<file path="src/rtl/exec_scheduler.sv">
// exec_scheduler: round-robin program sequencer for a single-core processor.
// Boots from BIOS, then time-slices between loaded program slots. It handles
// interrupts by requesting a context switch and running a BIOS service routine.
// Every output is a register that is loaded from the next-state decode.
module exec_scheduler #(
  parameter int NUM_PROG  = 4,
  parameter int QUANTUM_W = 8
) (
  input  logic                        clock,
  input  logic                        reset,
  input  logic                        halt,
  input  logic [QUANTUM_W-1:0]        quantum,
  input  logic [NUM_PROG-1:0]         prog_valid,
  input  logic                        reload,
  input  logic                        irq,
  input  logic                        switch_ack,
  output logic                        exec_mi,
  output logic [$clog2(NUM_PROG)-1:0] prog_id,
  output logic                        switch_req,
  output logic                        irq_ack,
  output logic                        idle
);

  localparam int ID_W = $clog2(NUM_PROG);
  localparam logic [ID_W:0] NP_W = (ID_W+1)'(NUM_PROG);

  typedef enum logic [2:0] {
    ST_BOOT,
    ST_SELECT,
    ST_RUN,
    ST_SWITCH,
    ST_SERVICE,
    ST_IDLE
  } state_t;

  typedef enum logic {
    RSN_PREEMPT,
    RSN_IRQ
  } reason_t;

  state_t               state_reg, state_next;
  reason_t              reason_reg, reason_next;
  logic [NUM_PROG-1:0]  active_reg, active_next;
  logic [ID_W-1:0]      start_reg, start_next;
  logic [QUANTUM_W-1:0] counter_reg, counter_next;
  // Remembers whether the slice was loaded with a non-zero quantum, so a
  // quantum change mid-slice cannot enable or disable preemption early.
  logic                 preempt_en_reg, preempt_en_next;
  // Set when the service routine was entered from IDLE, so HALT returns there.
  logic                 from_idle_reg, from_idle_next;
  logic                 pending_reg, pending_next;
  logic                 irq_prev_reg;
  logic                 irq_rise;

  logic                 exec_mi_reg, exec_mi_next;
  logic [ID_W-1:0]      prog_id_reg, prog_id_next;
  logic                 switch_req_reg, switch_req_next;
  logic                 irq_ack_reg, irq_ack_next;
  logic                 idle_reg, idle_next;

  // Round-robin search: candidate slot for each offset from the search start
  logic [ID_W-1:0]      cand [NUM_PROG];
  logic [NUM_PROG-1:0]  hit;
  logic                 sel_found;
  logic [ID_W-1:0]      sel_slot;

  function automatic logic [ID_W-1:0] next_slot(input logic [ID_W-1:0] id);
    if (id == ID_W'(NUM_PROG - 1)) begin
      return '0;
    end
    return id + ID_W'(1);
  endfunction

  genvar gi;
  generate
    for (gi = 0; gi < NUM_PROG; gi++) begin : g_scan
      logic [ID_W:0] sum_w;
      logic [ID_W:0] wrap_w;
      assign sum_w   = {1'b0, start_reg} + (ID_W+1)'(gi);
      assign wrap_w  = sum_w - NP_W;
      assign cand[gi] = (sum_w >= NP_W) ? wrap_w[ID_W-1:0] : sum_w[ID_W-1:0];
      assign hit[gi]  = active_reg[cand[gi]];
    end
  endgenerate

  // Priority pick: the lowest offset from the search start wins
  always_comb begin
    sel_found = 1'b0;
    sel_slot  = '0;
    for (int k = NUM_PROG - 1; k >= 0; k--) begin
      if (hit[k]) begin
        sel_found = 1'b1;
        sel_slot  = cand[k];
      end
    end
  end

  assign irq_rise = irq & ~irq_prev_reg;

  // Next-state, bookkeeping and registered-output decode
  always_comb begin
    state_next      = state_reg;
    reason_next     = reason_reg;
    active_next     = active_reg;
    start_next      = start_reg;
    counter_next    = counter_reg;
    preempt_en_next = preempt_en_reg;
    from_idle_next  = from_idle_reg;
    prog_id_next    = prog_id_reg;

    case (state_reg)
      ST_BOOT: begin
        if (halt) begin
          active_next = prog_valid;
          start_next  = '0;
          state_next  = ST_SELECT;
        end
      end

      ST_SELECT: begin
        if (sel_found) begin
          prog_id_next    = sel_slot;
          counter_next    = quantum;
          preempt_en_next = (quantum != '0);
          state_next      = ST_RUN;
        end else begin
          state_next = ST_IDLE;
        end
      end

      ST_RUN: begin
        // halt beats a pending irq, which beats quantum expiry
        if (halt) begin
          active_next[prog_id_reg] = 1'b0;
          start_next               = next_slot(prog_id_reg);
          state_next               = ST_SELECT;
        end else if (pending_reg) begin
          reason_next = RSN_IRQ;
          state_next  = ST_SWITCH;
        end else if (preempt_en_reg) begin
          counter_next = counter_reg - QUANTUM_W'(1);
          if (counter_reg == QUANTUM_W'(1)) begin
            reason_next = RSN_PREEMPT;
            state_next  = ST_SWITCH;
          end
        end
      end

      ST_SWITCH: begin
        if (switch_ack) begin
          if (reason_reg == RSN_IRQ) begin
            from_idle_next = 1'b0;
            state_next     = ST_SERVICE;
          end else begin
            start_next = next_slot(prog_id_reg);
            state_next = ST_SELECT;
          end
        end
      end

      ST_SERVICE: begin
        if (halt) begin
          if (from_idle_reg) begin
            state_next = ST_IDLE;
          end else begin
            counter_next    = quantum;
            preempt_en_next = (quantum != '0);
            state_next      = ST_RUN;
          end
        end
      end

      ST_IDLE: begin
        if (pending_reg) begin
          from_idle_next = 1'b1;
          state_next     = ST_SERVICE;
        end else if (reload) begin
          active_next = prog_valid;
          start_next  = '0;
          state_next  = ST_SELECT;
        end
      end

      default: begin
        state_next = ST_BOOT;
      end
    endcase

    exec_mi_next    = (state_next == ST_RUN);
    switch_req_next = (state_next == ST_SWITCH);
    irq_ack_next    = (state_next == ST_SERVICE) && (state_reg != ST_SERVICE);
    // While servicing an irq taken from IDLE there is still no program left
    idle_next       = (state_next == ST_IDLE) ||
                      ((state_next == ST_SERVICE) && from_idle_next);
    // A fresh edge arriving as the irq is taken stays pending
    pending_next    = (pending_reg & ~irq_ack_next) | irq_rise;
  end

  // State and output registers, cleared immediately by reset
  always_ff @(posedge clock or negedge reset) begin
    if (!reset) begin
      state_reg      <= ST_BOOT;
      reason_reg     <= RSN_PREEMPT;
      active_reg     <= '0;
      start_reg      <= '0;
      counter_reg    <= '0;
      preempt_en_reg <= 1'b0;
      from_idle_reg  <= 1'b0;
      pending_reg    <= 1'b0;
      irq_prev_reg   <= 1'b0;
      exec_mi_reg    <= 1'b0;
      prog_id_reg    <= '0;
      switch_req_reg <= 1'b0;
      irq_ack_reg    <= 1'b0;
      idle_reg       <= 1'b0;
    end else begin
      state_reg      <= state_next;
      reason_reg     <= reason_next;
      active_reg     <= active_next;
      start_reg      <= start_next;
      counter_reg    <= counter_next;
      preempt_en_reg <= preempt_en_next;
      from_idle_reg  <= from_idle_next;
      pending_reg    <= pending_next;
      irq_prev_reg   <= irq;
      exec_mi_reg    <= exec_mi_next;
      prog_id_reg    <= prog_id_next;
      switch_req_reg <= switch_req_next;
      irq_ack_reg    <= irq_ack_next;
      idle_reg       <= idle_next;
    end
  end

  assign exec_mi    = exec_mi_reg;
  assign prog_id    = prog_id_reg;
  assign switch_req = switch_req_reg;
  assign irq_ack    = irq_ack_reg;
  assign idle       = idle_reg;

endmodule

</file>
<file path="config.mk">
export PLATFORM = sky130hd
export DESIGN_NAME = exec_scheduler
export DESIGN_NICKNAME = d
export VERILOG_FILES = /design/src/rtl/exec_scheduler.sv
export SDC_FILE = /design/constraint.sdc
export NUM_CORES = 1
export LEC_CHECK = 0
export ABC_AREA = 1
export CAP_MARGIN = 10
export CORE_MARGIN = 3
export CORE_UTILIZATION = 40
export DETAILED_ROUTE_END_ITERATION = 8
export GPL_TIMING_DRIVEN = 0
export PLACE_DENSITY = 0.61
export SLEW_MARGIN = 20
export SYNTH_ARGS = -nofsm -noshare
export SYNTH_HDL_FRONTEND = slang
export SYNTH_SLANG_ARGS = --single-unit
</file>
<file path="constraint.sdc">
create_clock -name clock -period 1.5 [get_ports clock]
set_clock_uncertainty 0.05 [all_clocks]
set_input_delay 0.225 -clock clock [delete_from_list [all_inputs] [get_ports clock]]
set_output_delay 0.225 -clock clock [all_outputs]
set_load 0.01 [all_outputs]
</file>
==> qor.txt <==
Outcome: complete, but fails checks
Failing checks: negative setup slack
CTS Buffer Depth: 2
Critical Path Fanout Max: 8
Grt ovf: 0
Vias in the first global route: 1,790
Yosys cell types: 31
Design Area, Final: 2710 um2
GRT met3 Usage: 0.0246
Hold worst-path end: irq_prev_reg
F_max: 0.615 GHz
DPL Wire Length: 3390 um
Clock Tree Root: clkbuf_8
Die area: 5880 um2
Hold Path Depth: 1
Reg clk slew, reported paths: 0.10 ns
Relative slew margins: 0.584
Synthesis-to-layout area growth: 35.6%
Detailed Routing Iterations Pass 1: 4
Max_cap viols: 0
Row count: 25
Highest-count cells in the layout ignoring fill and taps: nand2_1, inv_1, dfrtp_1
Flops & latches, synth: 28
Initial Util: 0.418
Num ports: 24
Global route hottest layer: met2
Initial antenna violation count: 0
Sw power: 2.84 mW
Final slew viol count: 0
Share of power burned in combinational logic: 0.685
I/O Buffers: 23
Pwr per Cell Area: 2190 nW/um2
Asr flop ratio synth: 1.00
Max FFs per register: 8
RSZ-0062 raised after global routing: true
Largest net degree at the start of global routing: 29
DR vias/cell: 4.77
Die height: 76.7 um
Layout cells sized above 1: 0.303
Syn Nets: 298
Worst R2R Setup Slack: -0.13 ns
FF-to-FF path depth: 9
CP arrival: 1.74 ns
Worst min path class: primary input to flip-flop
Placement Cell Area: 2310 um2
Clk sinks: 28
CP endpoint kind: flip-flop
Mapped cell area: 2000 um2
Grt met2 use: 0.266
Post-layout util: 0.566
Primary FF master, synth: dfrtp_1
DRC: 0
CTS tree: yes
Cell Int Power: 3.08 mW
Reg-to-Reg Start: start_reg[0]
Routed via count: 1,859
Pleak: 1.35 nW
CP startpoint kind: flip-flop
First DRT Iteration DRCs: 83
GR Util met1: 0.226
WP data required: 1.61 ns
Worst hold start: irq
GRT Total Usage: 0.163
Per-cell routed wire length: 12.2 um
CTS buffer count: 3
Final worst path period need: 1.63 ns
Hold Violations, Final: 0
Reg2reg end: counter_reg[5]
Clock power frac: 0.080
Ant. Diodes: 0
Worst-Margin Slew: 0.624 ns
Area of the core: 4790 um2
Sw Share: 0.479
ANT nets after route: 0
First-pass GRT wire length: 8000 um
Final setup viols: 13
Routed WL: 4750 um
Synth warn: 0
Final #Nets: 348
Setup WS post-layout: -0.127 ns
Reg power frac: 0.235
Worst VDD drop: 1.03 mV
Synthesized netlist cell count: 274
Placer congestion estimate: 0.828
Mean Syn Cell Area: 7.29 um2
CTS HTree Levels: 1
Most common cell after layout, fill and taps aside: nand2_1
Tot Pwr: 5.92 mW
EDFF count, synth: 0
Final Cycle Share: 1.08
CP Class: flip-flop to flip-flop
Sequential area share after synthesis: 0.351
Die width: 76.7 um
Clock Latency Late Sink: 0.27 ns
[worst max path at each step]
| stage | start | end | slack [ns] | depth (start not counted) |
|---|---|---|---|---|
| after detailed placement | halt | counter_reg[3] | -0.35 | 8 |
| after global placement | halt | counter_reg[3] | -0.35 | 8 |
| after global routing | start_reg[0] | counter_reg[5] | -0.23 | 11 |
| after CTS | start_reg[0] | counter_reg[2] | -0.10 | 12 |
| after floorplan | start_reg[0] | counter_reg[3] | 0.00001 | 9 |
| final | start_reg[0] | counter_reg[5] | -0.13 | 9 |
[cells by family after synthesis]
group	share of synthesized area
xor+xnor	0.00877
buf+inv	0.108
fa+ha+maj	0.0376
flops	0.351
simple gates	0.400
compound gates	0.0946
[cells in the mapped netlist (4+ instances only)]
| master | instances | share of area |
|---|---|---|
| nand2_1 | 71 | 0.13 |
| inv_1 | 37 | 0.070 |
| dfrtp_1 | 28 | 0.35 |
| nand3_1 | 26 | 0.065 |
| nor2_1 | 22 | 0.041 |
| nand2_2 | 19 | 0.059 |
| o21ai_0 | 15 | 0.038 |
| a21oi_1 | 7 | 0.018 |
| ha_1 | 6 | 0.038 |
| nand4_1 | 6 | 0.019 |
| inv_2 | 4 | 0.0075 |
| o21ai_2 | 4 | 0.018 |
[worst max-delay path, cell delays in order (launching register included)]
cell       delay, ns
dfrtp_1         0.39
buf_6           0.15
inv_8           0.08
nand2_1         0.07
and2_4          0.15
nor2_4          0.15
nand3_4         0.13
nand2_4         0.14
clkbuf_16       0.16
o21ai_2         0.05
[metal layers]
layer | wire [um] | vias up | part of all wire
li1 | - | 972 | -
met1 | 2300 | 845 | 0.48
met2 | 2230 | 34 | 0.47
met3 | 157 | 8 | 0.033
met4 | 65 | 0 | 0.014
met5 | 0 | - | 0
[area by class of cell]
type,instances,area [um2]
multi-input cells,200,1230
fillers,470,2080
well taps,67,83.8
flip-flops and latches,28,703
plain buffers,4,53.8
repair buffers,45,418
clock buffers,4,55.1
inverters,42,165
[per-stage QoR]
stage          TNS [ns]  setup WS, ns  hold slack (ns)  instances
2_1_floorplan         0     0.0000122           -0.121        274
3_3_place_gp     -12.92        -0.348            0.364        364
3_5_place_dp      -4.41        -0.353            0.231        364
4_1_cts          -0.853        -0.102            0.353        381
5_1_grt           -3.24        -0.228            0.358        390
6_report         -0.971        -0.127            0.356        390
[power groups by stage]
stage          clock (mW)  combinational [mW]  sequential [mW]
2_1_floorplan           0                2.51             1.36
3_3_place_gp            0                3.15             1.40
3_5_place_dp            0                3.17             1.41
4_1_cts             0.490                3.53             1.39
5_1_grt             0.523                4.53             1.44
6_report            0.473                4.06             1.39
[repair_timing]
item,in CTS,in global routing
endpoints found under the setup margin,23,26
hold buffers,1,0
hold endpoints to repair,28,0
buffers inserted,12,8
gates cloned,0,1
pin swaps,3,14
resized for setup,25,29
Power figures use the tool's default switching activity.
